[config.mk]
export PLATFORM = sky130hd
export DESIGN_NAME = digit_frame_sequencer_flat
export DESIGN_NICKNAME = d
export VERILOG_FILES = /design/src/rtl/digit_frame_sequencer_pkg.sv /design/src/rtl/digit_frame_sequencer_if.sv /design/src/rtl/digit_frame_sequencer_cursor.sv /design/src/rtl/digit_frame_sequencer.sv /design/src/flat_wrapper.sv
export SDC_FILE = /design/constraint.sdc
export NUM_CORES = 1
export LEC_CHECK = 0
export CAP_MARGIN = 20
export CORE_AREA = 2 2 82 84
export CTS_CLUSTER_DIAMETER = 150
export DETAILED_ROUTE_END_ITERATION = 16
export DIE_AREA = 0 0 84 86
export HOLD_SLACK_MARGIN = 0.08
export PLACE_DENSITY = 0.91
export SLEW_MARGIN = 20
export SYNTH_ARGS = -nofsm -noshare
export SYNTH_HDL_FRONTEND = slang
export SYNTH_HIERARCHICAL = 1
export SYNTH_SLANG_ARGS = --single-unit
[constraint.sdc]
create_clock -name clk_in -period 4.6 [get_ports clk_in]
set_clock_uncertainty 0.05 [all_clocks]
set_input_delay 1.38 -clock clk_in [delete_from_list [all_inputs] [get_ports clk_in]]
set_output_delay 1.38 -clock clk_in [all_outputs]
set_load 0.02 [all_outputs]
[src/rtl/digit_frame_sequencer_pkg.sv]
// rtl/digit_frame_sequencer_pkg.sv - shared types and constants for the digit frame sequencer
package digit_frame_pkg;

  localparam int SEG_W       = 7;
  localparam int GLYPH_COLS  = 21;
  localparam int GLYPH_PAGES = 4;

  typedef enum logic [1:0] {IDLE, STREAM, DRAIN, DONE} state_e;

  function automatic int bytes_per_frame(input int num_digits, input int digit_cols,
                                         input int gap_cols);
    return GLYPH_PAGES * num_digits * (digit_cols + gap_cols);
  endfunction

endpackage

[src/rtl/digit_frame_sequencer_if.sv]
// rtl/digit_frame_sequencer_if.sv - GDDRAM byte stream toward the display transport
interface digit_frame_sequencer_if;

  logic [7:0] data_out;
  logic       data_valid_out;
  logic       data_ready_in;
  logic       page_start_out;
  logic [1:0] page_out;

  modport master (output data_out, data_valid_out, page_start_out, page_out,
                  input  data_ready_in);
  modport slave  (input  data_out, data_valid_out, page_start_out, page_out,
                  output data_ready_in);

endinterface

[src/rtl/digit_frame_sequencer_cursor.sv]
// rtl/digit_frame_sequencer_cursor.sv - column/digit/page walk over one frame
module digit_frame_cursor #(
  parameter int NUM_DIGITS = 6,
  parameter int DIGIT_COLS = 21,
  parameter int GAP_COLS   = 3,
  parameter int PAGES      = 4,
  parameter int CW         = 5,
  parameter int DW         = 3
) (
  input  logic          clk_in,
  input  logic          rst_n_in,
  input  logic          clear_i,
  input  logic          advance_i,
  output logic [CW-1:0] col_o,
  output logic [DW-1:0] digit_o,
  output logic [1:0]    page_o,
  output logic          last_o
);

  logic [CW-1:0] col_q;
  logic [DW-1:0] digit_q;
  logic [1:0]    page_q;
  logic          col_wrap, digit_wrap;

  assign col_wrap   = (col_q == CW'(DIGIT_COLS + GAP_COLS - 1));
  assign digit_wrap = (digit_q == DW'(NUM_DIGITS - 1));
  assign last_o     = col_wrap && digit_wrap && (page_q == 2'(PAGES - 1));

  assign col_o   = col_q;
  assign digit_o = digit_q;
  assign page_o  = page_q;

  always_ff @(posedge clk_in or negedge rst_n_in) begin
    if (!rst_n_in) begin
      col_q   <= '0;
      digit_q <= '0;
      page_q  <= '0;
    end else if (clear_i) begin
      col_q   <= '0;
      digit_q <= '0;
      page_q  <= '0;
    end else if (advance_i) begin
      if (col_wrap) begin
        col_q <= '0;
        if (digit_wrap) begin
          digit_q <= '0;
          page_q  <= page_q + 2'd1;
        end else begin
          digit_q <= digit_q + DW'(1);
        end
      end else begin
        col_q <= col_q + CW'(1);
      end
    end
  end

endmodule

[src/rtl/digit_frame_sequencer.sv]
// rtl/digit_frame_sequencer.sv - walks glyph decoder over a digit row, emits page-ordered bytes
module digit_frame_sequencer
  import digit_frame_pkg::*;
#(
  parameter int NUM_DIGITS = 6,
  parameter int DIGIT_COLS = GLYPH_COLS,
  parameter int GAP_COLS   = 3,
  parameter int PAGES      = GLYPH_PAGES
) (
  input  logic                        clk_in,
  input  logic                        rst_n_in,
  input  logic                        start_in,
  input  logic [NUM_DIGITS*SEG_W-1:0] digits_segments_in,
  output logic [SEG_W-1:0]            dec_segments_out,
  output logic [4:0]                  dec_index_x_out,
  output logic [1:0]                  dec_index_y_out,
  input  logic [7:0]                  dec_pixels_in,
  digit_frame_sequencer_if.master     stream,
  output logic                        busy_out,
  output logic                        frame_done_out
);

  localparam int CW = $clog2(DIGIT_COLS + GAP_COLS);
  localparam int DW = (NUM_DIGITS > 1) ? $clog2(NUM_DIGITS) : 1;

  state_e                      state_q;
  logic [NUM_DIGITS*SEG_W-1:0] snap_q;
  logic [7:0]                  data_q;
  logic                        valid_q, page_start_q, busy_q, done_q;
  logic [1:0]                  page_q;

  logic [CW-1:0] col;
  logic [DW-1:0] digit;
  logic [1:0]    page;
  logic          last, load, clear;

  assign load  = (state_q == STREAM) && (!valid_q || stream.data_ready_in);
  assign clear = (state_q == IDLE) && start_in;

  digit_frame_cursor #(
    .NUM_DIGITS(NUM_DIGITS), .DIGIT_COLS(DIGIT_COLS), .GAP_COLS(GAP_COLS),
    .PAGES(PAGES), .CW(CW), .DW(DW)
  ) u_cursor (
    .clk_in   (clk_in),
    .rst_n_in (rst_n_in),
    .clear_i  (clear),
    .advance_i(load && !last),
    .col_o    (col),
    .digit_o  (digit),
    .page_o   (page),
    .last_o   (last)
  );

  // Gap columns are clipped here and zeroed on capture, since the decoder wraps out-of-range x.
  assign dec_segments_out = (state_q == STREAM) ? snap_q[digit*SEG_W +: SEG_W] : '0;
  assign dec_index_y_out  = page;
  assign dec_index_x_out  = (col > CW'(DIGIT_COLS - 1)) ? 5'(DIGIT_COLS - 1) : 5'(col);

  assign stream.data_out       = data_q;
  assign stream.data_valid_out = valid_q;
  assign stream.page_start_out = page_start_q;
  assign stream.page_out       = page_q;
  assign busy_out              = busy_q;
  assign frame_done_out        = done_q;

  always_ff @(posedge clk_in or negedge rst_n_in) begin
    if (!rst_n_in) begin
      state_q      <= IDLE;
      snap_q       <= '0;
      data_q       <= '0;
      valid_q      <= 1'b0;
      page_start_q <= 1'b0;
      page_q       <= '0;
      busy_q       <= 1'b0;
      done_q       <= 1'b0;
    end else begin
      case (state_q)
        IDLE: begin
          if (start_in) begin
            snap_q  <= digits_segments_in;
            busy_q  <= 1'b1;
            state_q <= STREAM;
          end
        end
        STREAM: begin
          if (load) begin
            data_q       <= (col < CW'(DIGIT_COLS)) ? dec_pixels_in : 8'h00;
            page_start_q <= (digit == '0) && (col == '0);
            page_q       <= page;
            valid_q      <= 1'b1;
            if (last) state_q <= DRAIN;
          end
        end
        DRAIN: begin
          if (stream.data_ready_in) begin
            valid_q <= 1'b0;
            busy_q  <= 1'b0;
            done_q  <= 1'b1;
            state_q <= DONE;
          end
        end
        DONE: begin
          done_q  <= 1'b0;
          state_q <= IDLE;
        end
        default: state_q <= IDLE;
      endcase
    end
  end

endmodule

[src/flat_wrapper.sv]
// flat-port wrapper written by rule: the top's interface ports become plain ports
module digit_frame_sequencer_flat import digit_frame_pkg::*;
#(
  parameter int NUM_DIGITS = 6,
  parameter int DIGIT_COLS = GLYPH_COLS,
  parameter int GAP_COLS   = 3,
  parameter int PAGES      = GLYPH_PAGES
)
  (clk_in, rst_n_in, start_in, digits_segments_in, dec_segments_out, dec_index_x_out, dec_index_y_out, dec_pixels_in, busy_out, frame_done_out, stream_data_out, stream_data_valid_out, stream_page_start_out, stream_page_out, stream_data_ready_in);
  digit_frame_sequencer_if stream_i ();
  input  logic clk_in;
  input  logic rst_n_in;
  input  logic start_in;
  input  logic [NUM_DIGITS*SEG_W-1:0] digits_segments_in;
  output logic [SEG_W-1:0] dec_segments_out;
  output logic [4:0] dec_index_x_out;
  output logic [1:0] dec_index_y_out;
  input  logic [7:0] dec_pixels_in;
  output logic busy_out;
  output logic frame_done_out;
  output wire logic [$bits(stream_i.data_out)-1:0] stream_data_out;
  output wire logic [$bits(stream_i.data_valid_out)-1:0] stream_data_valid_out;
  output wire logic [$bits(stream_i.page_start_out)-1:0] stream_page_start_out;
  output wire logic [$bits(stream_i.page_out)-1:0] stream_page_out;
  input wire logic [$bits(stream_i.data_ready_in)-1:0] stream_data_ready_in;
  assign stream_data_out = stream_i.data_out;
  assign stream_data_valid_out = stream_i.data_valid_out;
  assign stream_page_start_out = stream_i.page_start_out;
  assign stream_page_out = stream_i.page_out;
  assign stream_i.data_ready_in = stream_data_ready_in;
  digit_frame_sequencer #(.NUM_DIGITS(NUM_DIGITS), .DIGIT_COLS(DIGIT_COLS), .GAP_COLS(GAP_COLS), .PAGES(PAGES)) u_core (.clk_in(clk_in), .rst_n_in(rst_n_in), .start_in(start_in), .digits_segments_in(digits_segments_in), .dec_segments_out(dec_segments_out), .dec_index_x_out(dec_index_x_out), .dec_index_y_out(dec_index_y_out), .dec_pixels_in(dec_pixels_in), .stream(stream_i), .busy_out(busy_out), .frame_done_out(frame_done_out));
endmodule
==> results, run 1 <==
- Traced cell by cell, the critical path runs through inv_1 -> ha_1 -> or3b_1 -> o22a_1 -> o21ai_0 -> clkdlybuf4s50_1.
- In this run the post-CTS setup repair buffer count came out at 0.
- The max-slew violation total from the final report is 0.
- In this run the critical register-to-register path is captured at u_core/u_cursor/digit_o[2]$_DFFE_PN0P_.
- The number of global-route vias before repair is around 2500.
- Yosys mapped the design onto 41 distinct sky130hd cell types.
- The sum of negative setup slack is 0 ns.
- The maximum root-to-sink buffer count is 2.
- Headroom to the max-slew limit came out at 0.373.
- The global-route wire length before repair is about 12 mm.
- Following the worst setup path forward leads to its endpoint at dec_segments_out[3].
- The aggregate global-route resource usage is 0.203.
- The clock period minus worst slack is 4.08 ns.
- The number of iterations in the first detailed-routing pass is 4.
- In the layout the commonest cells are sky130_fd_sc_hd__clkdlybuf4s50_1 (80), sky130_fd_sc_hd__dfrtp_1 (68), sky130_fd_sc_hd__mux2_2 (42).
- Power spread over the standard cell area amounts to 374 nW/um2.
- Input and output buffers added on the ports amount to 81.
- The synthesized design contains between 60 and 70 register bits.
- The dominant register cell in the synthesized netlist is sky130_fd_sc_hd__dfrtp_1.
- The number of resized instances in the post-cts repair step is 0.
- Of the synthesized area, sequential elements account for 0.528.
- The worst path arrival time is 2.65 ns.
- The number of antenna violations at the first check in global routing is 0.
- Dividing the detail-routed wire length by the instance count gives 15.9 um.
- The area overhead of the layout relative to synthesis is 33.6%.
- After detailed routing, the total wire length is 6.95 mm.
- The number of cells on the worst reg-to-reg path is 6.
- Counting every net in the synthesized netlist gives roughly 330.
- The kind of cell with the highest combined delay along the critical path is buffers and inverters.
- The number of routed nets with antenna violations is 0.
- In this run the horizontal extent of the chip is about 84 um.
- The die is ~86 um tall.
- The number of gates on the worst path with buffers counted is 6.
- The type of the most critical hold path is register to register.
- The number of design rule violations left after detail routing is 0.
- The initial cell density of the core is 0.514.
- The final weighted congestion in routability-driven placement is 0.773.
- The area of the core is around 6300 um2.
- The library cell used most frequently in the layout, excluding fill and tap cells, is sky130_fd_sc_hd__clkdlybuf4s50_1.
- The completed layout was analyzed and its total power is between 1500 and 2000 uW.
- The CTS tree is done.
- The final number of hold-violating endpoints is 0.
- Setup violations remaining at the end of the flow were counted as 0.
- The post-route fraction of the period consumed by the critical path is 0.886.
- The filler cells instantiated in the layout total 456.
- Summed over all layers, the global routing overflow is 0.
- 82 I/O pins were placed.
- Clock tree synthesis found a total of 68 sinks.
- The worst setup path is of the register to output port kind.
- After clock tree synthesis, the flow added hold-fix buffers numbering 0.
- The number of synthesized flops with an enable pin is 0.
- The mean instance size in the synthesized netlist is 11.8 um2.
- The netlist area before placement is 3230 um2.
- The cell type with the highest aggregate area in the netlist is sky130_fd_sc_hd__dfrtp_1.
- Summing over every cut layer, the via total after detailed routing is 2418.
- The peak clock frequency supported by timing is 0.245 GHz.
- The area used by multi-input combinational logic is 1440 um2.
- The total clock buffers created by CTS is 9.
- STA classifies the critical path startpoint as a register.
- Setup repair after global routing left no endpoint under its margin.
- Of the cells placed in the final design, the portion with a size suffix greater than 1 is 0.189.
- Clock-pin slew was measured on the worst setup and hold paths at approximately 0.07 ns.
- The net count of the finished layout is 414.
- Of the post-synthesis cell area, the dominant cell type holds 0.528.
- The storage element area is between 1500 and 2000 um2.
- In this run the worst path has a maximum fanout of 8.
- In this run the critical register-to-register path is launched from u_core/u_cursor/digit_o[1]$_DFFE_PN0P_.
- Yosys attributes the largest share of cell area to sky130_fd_sc_hd__dfrtp_1 (53%), sky130_fd_sc_hd__mux2_2 (15%), sky130_fd_sc_hd__mux2i_1 (6.8%), sky130_fd_sc_hd__nand2_1 (4.2%), sky130_fd_sc_hd__o21ai_0 (3.4%).
- The library cell contributing the largest single delay on the critical path is sky130_fd_sc_hd__clkdlybuf4s50_1.
- In the synthesized netlist, the number of instances is ~270.
- The clock latency at the later pin of the worst-skew pair is 0.35 ns.
- The data required time of the worst path is 3.17 ns.
- The share of synthesized registers carrying an async set or reset is 1.00.
- The clock tree synthesis step divided the H-tree into 3 levels.
- The number of max-cap violations is 0.
- The HPWL after detailed placement is 4.96 mm.
- The flow ran to the end, and the final reports show no timing, DRC or antenna violations.
- The critical path endpoint category is an output port.
- The standard-cell row count is 29.
- The Yosys step of the flow raised 6 warnings.
- For the pin with the worst max-slew slack, the measured transition is approximately 0.94 ns.
- The via count normalized by instance count is 5.55.
- The repair_antennas step left the layout with diodes totalling 0.
- The largest single stage delay on the critical path is 0.64 ns.
- The maximum number of pins on one net before global-route repair is 38.
- The DRC violation total after the first TritonRoute iteration is 112.
- The critical path contains buffers and inverters numbering 2 combined.
- The critical path startpoint is u_core/state_q[1]$_DFFE_PN0P_.
- The register-to-register path setup slack is 1.75 ns.
- CTS placed an instance of sky130_fd_sc_hd__clkbuf_8 at the clock tree root.
- Summed over all cells, the static leakage comes to 0.00199 uW.
- IR analysis of the VDD net gives a maximum drop of 0.268 mV.
- The die area is 7220 um2.
[how the worst min path moves through the flow]
stage / from / to / slack, ns / cells after the start
after floorplan: u_core/snap_q[0]$_DFFE_PN0P_ / u_core/snap_q[0]$_DFFE_PN0P_ / 0.43 / 1
after global placement: u_core/stream.page_start_out$_DFFE_PN0P_ / u_core/stream.page_start_out$_DFFE_PN0P_ / 0.40 / 2
after detailed placement: u_core/stream.page_start_out$_DFFE_PN0P_ / u_core/stream.page_start_out$_DFFE_PN0P_ / 0.41 / 2
after CTS: u_core/stream.page_start_out$_DFFE_PN0P_ / u_core/stream.page_start_out$_DFFE_PN0P_ / 0.43 / 2
after global routing: u_core/stream.page_start_out$_DFFE_PN0P_ / u_core/stream.page_start_out$_DFFE_PN0P_ / 0.44 / 2
final: u_core/stream.page_start_out$_DFFE_PN0P_ / u_core/stream.page_start_out$_DFFE_PN0P_ / 0.42 / 2
[registers in the layout, indices dropped and copies added (netlist names)]
name / cells
u_core/stream.data_valid_out: 1
u_core/stream.page_start_out: 1
u_core/u_cursor/col_o: 5
u_core/busy_out: 1
u_core/snap_q: 42
u_core/u_cursor/page_o: 2
u_core/u_cursor/digit_o: 3
u_core/frame_done_out: 1
u_core/stream.data_out: 8
u_core/state_q: 2
u_core/stream.page_out: 2
[report_power, final]
group          internal, uW  leakage, uW  switching [uW]
logic                   171     0.000957             152
registers               638     0.000918            71.1
clock network           359     0.000117             221
total                  1170      0.00199             444
[synthesized netlist by cell type, drive strengths merged (3+ instances only)]
library cell and count:
dfrtp 68, mux2 43, nand2 37, o21ai 23, mux2i 22, buf 10
a21oi 9, o22a 7, ha 6, inv 6, nor2 5, nand3 4
or3 4, and3 3, clkbuf 3
[final cells by class]
| class | instances | area share |
|---|---|---|
| Multi-Input combinational cell | 186 | 0.333 |
| Clock inverter | 5 | 0.0232 |
| Timing Repair Buffer | 83 | 0.190 |
| Inverter | 6 | 0.00523 |
| Sequential cell | 68 | 0.395 |
| Clock buffer | 11 | 0.0305 |
| Tap cell | 77 | 0.0224 |
[through the flow]
stage          instances   util  hold WS, ns  setup slack [ns]  cell area [um2]
3_3_place_gp         420  0.650        0.401             0.931             4080
5_1_grt              436  0.686        0.436             0.355             4310
2_1_floorplan        273      -        0.429              1.60             3230
6_report             436  0.686        0.425             0.525             4310
4_1_cts              436  0.686        0.426             0.511             4310
3_5_place_dp         420  0.650        0.410             0.859             4080
[cells by family (layout without fill, tap and decap cells)]
kind of cell	count (synthesis)	count (layout)	synth area share
AND/OR/NAND/NOR	71	71	0.119
flip-flops	68	68	0.528
multiplexers	65	65	0.218
AO/OA/AOI/OAI	43	43	0.0807
buffers and inverters	19	105	0.0279
adder cells (fa/ha/maj)	6	6	0.0233
XOR/XNOR	1	1	0.00272
[layer usage]
| metal | vias up | track usage | wire (um) |
|---|---|---|---|
| met5 | - | 0 | 0 |
| met4 | 0 | 0.0718 | 98 |
| met3 | 10 | 0.0799 | 599 |
| met2 | 98 | 0.334 | 3350 |
| met1 | 1181 | 0.245 | 2900 |
| li1 | 1129 | - | - |
[worst reg2reg max path: cells and delay by family, from the launching register on]
family          cells  cell delay, ns
flops               1            0.96
simple gates        5            1.63
compound gates      1            0.14
No activity file was read; power rests on OpenSTA's default activity.
==> inputs of run 2 (changes only) <==
- HOLD_SLACK_MARGIN: 0.08 -> not set
- SLEW_MARGIN: 20 -> 30
==> results of run 2 <==
No change in the layout: final DEF, timing and power equal those of run 1.
==> inputs of run 3 (changes only) <==
- CORE_AREA: 2 2 82 84 -> 2 2 89 91
- DIE_AREA: 0 0 84 86 -> 0 0 91 93
- PLACE_DENSITY: 0.91 -> 0.83
- clock period: 4.6 -> 3.29 ns (I/O delays scaled with it)
==> run 3 against run 2 <==
Sequential power grew 36%. Sequential cell count unchanged. Global-route usage fell by 2.1 points. Largest cell class unchanged.
==> results, run 3 (synthesis gave the netlist of run 1 again) <==
- The number of flip-flops under the largest register name is 42 (unchanged).
- The final setup violation count was 0 (unchanged).
- The total clock buffers created by CTS is 9 (unchanged).
- The H-tree level count was 3 (unchanged).
- The routed length per instance is 15.0 um (was 15.9 um).
- The standard-cell row count is 32 (was 29).
- The area overhead of the layout relative to synthesis was 35.4% (was 33.6%).
- The most common library cell in the layout ignoring fill and taps is sky130_fd_sc_hd__clkdlybuf4s50_1 (unchanged).
- The CTS root buffer is sky130_fd_sc_hd__clkbuf_8 (unchanged).
- The peak clock frequency supported by timing is 0.322 GHz.
- The horizontal extent of the die is 91 um (was 84 um).
- The critical path endpoint category is an output port (unchanged).
- The final number of hold-violating endpoints is 0 (unchanged).
- The critical path launch point type is a register (unchanged).
- The final instance area came to 4370 um2 (was 4310 um2).
- The remaining global-route overflow is 0 (unchanged).
- The global-route wire length before repair was 12.1 mm (was 11.6 mm).
- The DRC violation total after the first TritonRoute iteration is 118 (was 112).
- The final weighted congestion in routability-driven placement is 0.786 (was 0.773).
- The number of routed nets with antenna violations is 0 (unchanged).
- The relative slew slack is 0.428 (was 0.373).
- The clock slew seen by the registers of the worst setup and hold paths is 0.08 ns (was 0.07 ns).
- The power density over the cells is 512 nW/um2 (was 374 nW/um2).
- The aggregate global-route resource usage is 0.182 (was 0.203).
- The wire length reported by the detailed router was 7.02 mm (was 6.95 mm).
- The worst path arrival time is 2.07 ns (was 2.65 ns).
- The sum of negative setup slack came to 0 ns (unchanged).
- The number of antenna violations at the first check in global routing is 0 (unchanged).
- The maximum number of pins on one net before global-route repair is 69 (was 38).
- The largest vdd supply drop was 0.304 mV (was 0.268 mV).
- The worst path buffer plus inverter count was 4 (was 2).
- The data required time of the worst path is 2.25 ns (was 3.17 ns).
- By instance count, the cell type seen most on the critical path is sky130_fd_sc_hd__buf_4.
- The number of iterations in the first detailed-routing pass is 4 (unchanged).
- Unrepaired setup endpoints after global routing: false (unchanged).
- The number of buffer cells added on primary ports is 81 (unchanged).
- The final antenna diode count is 0 (unchanged).
- The area of placed instances was 4150 um2 (was 4080 um2).
- Cells along the critical path: inv_1 -> ha_1 -> buf_4 -> nand3b_1 -> buf_4 -> o22a_1 -> o21ai_0 -> clkbuf_2 (was inv_1 -> ha_1 -> or3b_1 -> o22a_1 -> o21ai_0 -> clkdlybuf4s50_1).
- The biggest cell delay along the critical path is 0.42 ns (was 0.64 ns).
- The startpoint-to-endpoint class of the critical path is register to output port (unchanged).
- The transition time at the pin with the least slew margin is 0.858 ns (was 0.941 ns).
- Status: completed (unchanged).
- The final-stage net count was 422 (was 414).
- The worst hold slack is 0.432 ns (was 0.425 ns).
- The count of pins on the block boundary was 82 (unchanged).
- The number of gates on the worst path with buffers counted is 8 (was 6).
- The number of global-route vias before repair is 2537 (was 2493).
- The initial cell density of the core is 0.429 (was 0.514).
- The placed wire-length estimate was 5.14 mm (was 4.96 mm).
- The leakage power is 0.00204 uW (was 0.00199 uW).
- The register ranked first by flip-flop count is u_core/snap_q (unchanged).
- The clock period minus worst slack is 3.10 ns.
- The CTS sink count was 68 (unchanged).
- The maximum root-to-sink buffer count is 2 (unchanged).
- The library cell contributing the largest single delay on the critical path is sky130_fd_sc_hd__dfrtp_1 (was sky130_fd_sc_hd__clkdlybuf4s50_1).
- The maximum fanout along the worst path is 7 (was 8).
- The clock latency at the later pin of the worst-skew pair is 0.35 ns (about the same).
- The die height is 93 um (was 86 um).
- The critical path's top delay family is buffers and inverters (unchanged).
- The total via count after detailed routing is 2406 (was 2418).
- The max-slew violation total from the final report came to 0 (unchanged).
- Most frequent cells in the layout: sky130_fd_sc_hd__clkdlybuf4s50_1 (73), sky130_fd_sc_hd__dfrtp_1 (68), sky130_fd_sc_hd__mux2_2 (42) (was sky130_fd_sc_hd__clkdlybuf4s50_1 (80), sky130_fd_sc_hd__dfrtp_1 (68), sky130_fd_sc_hd__mux2_2 (42)).
- The number of design rule violations left after detail routing is 0 (unchanged).
- The share of post-route cells with drive strength above 1 came to 0.229 (was 0.189).
- The type of the most critical hold path was register to register (unchanged).
- The CTS tree is done (unchanged).
- The number of max-cap violations is 0 (unchanged).
- The via count normalized by instance count is 5.13 (was 5.55).
- The depth of the worst register-to-register path is 8 (was 6).
- The area of the core is 7530 um2 (was 6280 um2).
- The die area is 8460 um2 (was 7220 um2).
- Of the available clock period, the critical path in the final layout requires 0.944.
- The number of cells traversed by the worst hold path was 2 (unchanged).
- The total power was 2230 uW (was 1610 uW).
[run 3: changes by cell type in the layout (fill, tap and decap cells not counted), sizes merged, moves of 2 or more]
cell | before | now
buf | 3 | 11
clkbuf | 11 | 15
clkdlybuf4s50 | 80 | 73
dlygate4sd2 | 0 | 2
[run 3: repair_timing]
item                       4_1_cts  5_1_grt
resized for setup                8       14
setup endpoints to repair        7        5
hold endpoints to repair         0        0
setup buffers                    2        0
hold buffers                     0        0
[run 3: layout make-up]
cell class / instances / area [um2]
repair buffers: 91 / 853
flip-flops and latches: 68 / 1700
well taps: 102 / 128
fillers: 643 / 3160
clock buffers: 10 / 138
inverters: 6 / 22.5
clock inverters: 6 / 86.3
multi-input cells: 186 / 1440
[run 3: path summary, 6_finish.rpt]
| kind | start | end | slack [ns] |
|---|---|---|---|
| max in group asynchronous | rst_n_in | u_core/snap_q[33]$_DFFE_PN0P_ | 1.85 |
| worst max-delay path | u_core/state_q[1]$_DFFE_PN0P_ | dec_segments_out[1] | 0.19 |
| worst min register to register | u_core/stream.page_out[0]$_DFFE_PN0P_ | u_core/stream.page_out[0]$_DFFE_PN0P_ | 0.43 |
| min in group asynchronous | rst_n_in | u_core/stream.data_out[3]$_DFFE_PN0P_ | 0.77 |
| worst min-delay path | u_core/stream.page_out[0]$_DFFE_PN0P_ | u_core/stream.page_out[0]$_DFFE_PN0P_ | 0.43 |
| worst max register to register | u_core/u_cursor/col_o[0]$_DFFE_PN0P_ | u_core/u_cursor/col_o[3]$_DFFE_PN0P_ | 0.93 |
[run 3: through the flow]
step                      setup slack [ns]  std cells   util
after global routing               0.00404        469  0.580
after CTS                           0.0364        469  0.583
after floorplan                      0.683        273      -
after detailed placement             0.188        451  0.552
after global placement               0.265        451  0.552
final                                0.186        469  0.580
[run 3: tightest hold or removal path, stage by stage (launching register included)]
cell,delay (ns)
sky130_fd_sc_hd__dfrtp_1,0.34
sky130_fd_sc_hd__nand2_1,0.05
sky130_fd_sc_hd__nand2_1,0.06
[run 3: report_power, final]
part | switching, uW | leakage (uW) | total, uW | internal (uW)
logic | 246 | 0.00101 | 496 | 250
clock network | 327 | 0.000113 | 774 | 447
registers | 71.6 | 0.000918 | 964 | 892
total | 645 | 0.00204 | 2230 | 1590
[run 3: routing by layer]
metal | vias to the layer above | share of wire | wire (um) | track usage
met5 | - | 0 | 0 | 0
met4 | 0 | 0.011 | 80 | 0.0669
met3 | 9 | 0.086 | 605 | 0.0653
met2 | 96 | 0.46 | 3250 | 0.286
met1 | 1150 | 0.44 | 3080 | 0.232
li1 | 1151 | - | - | -
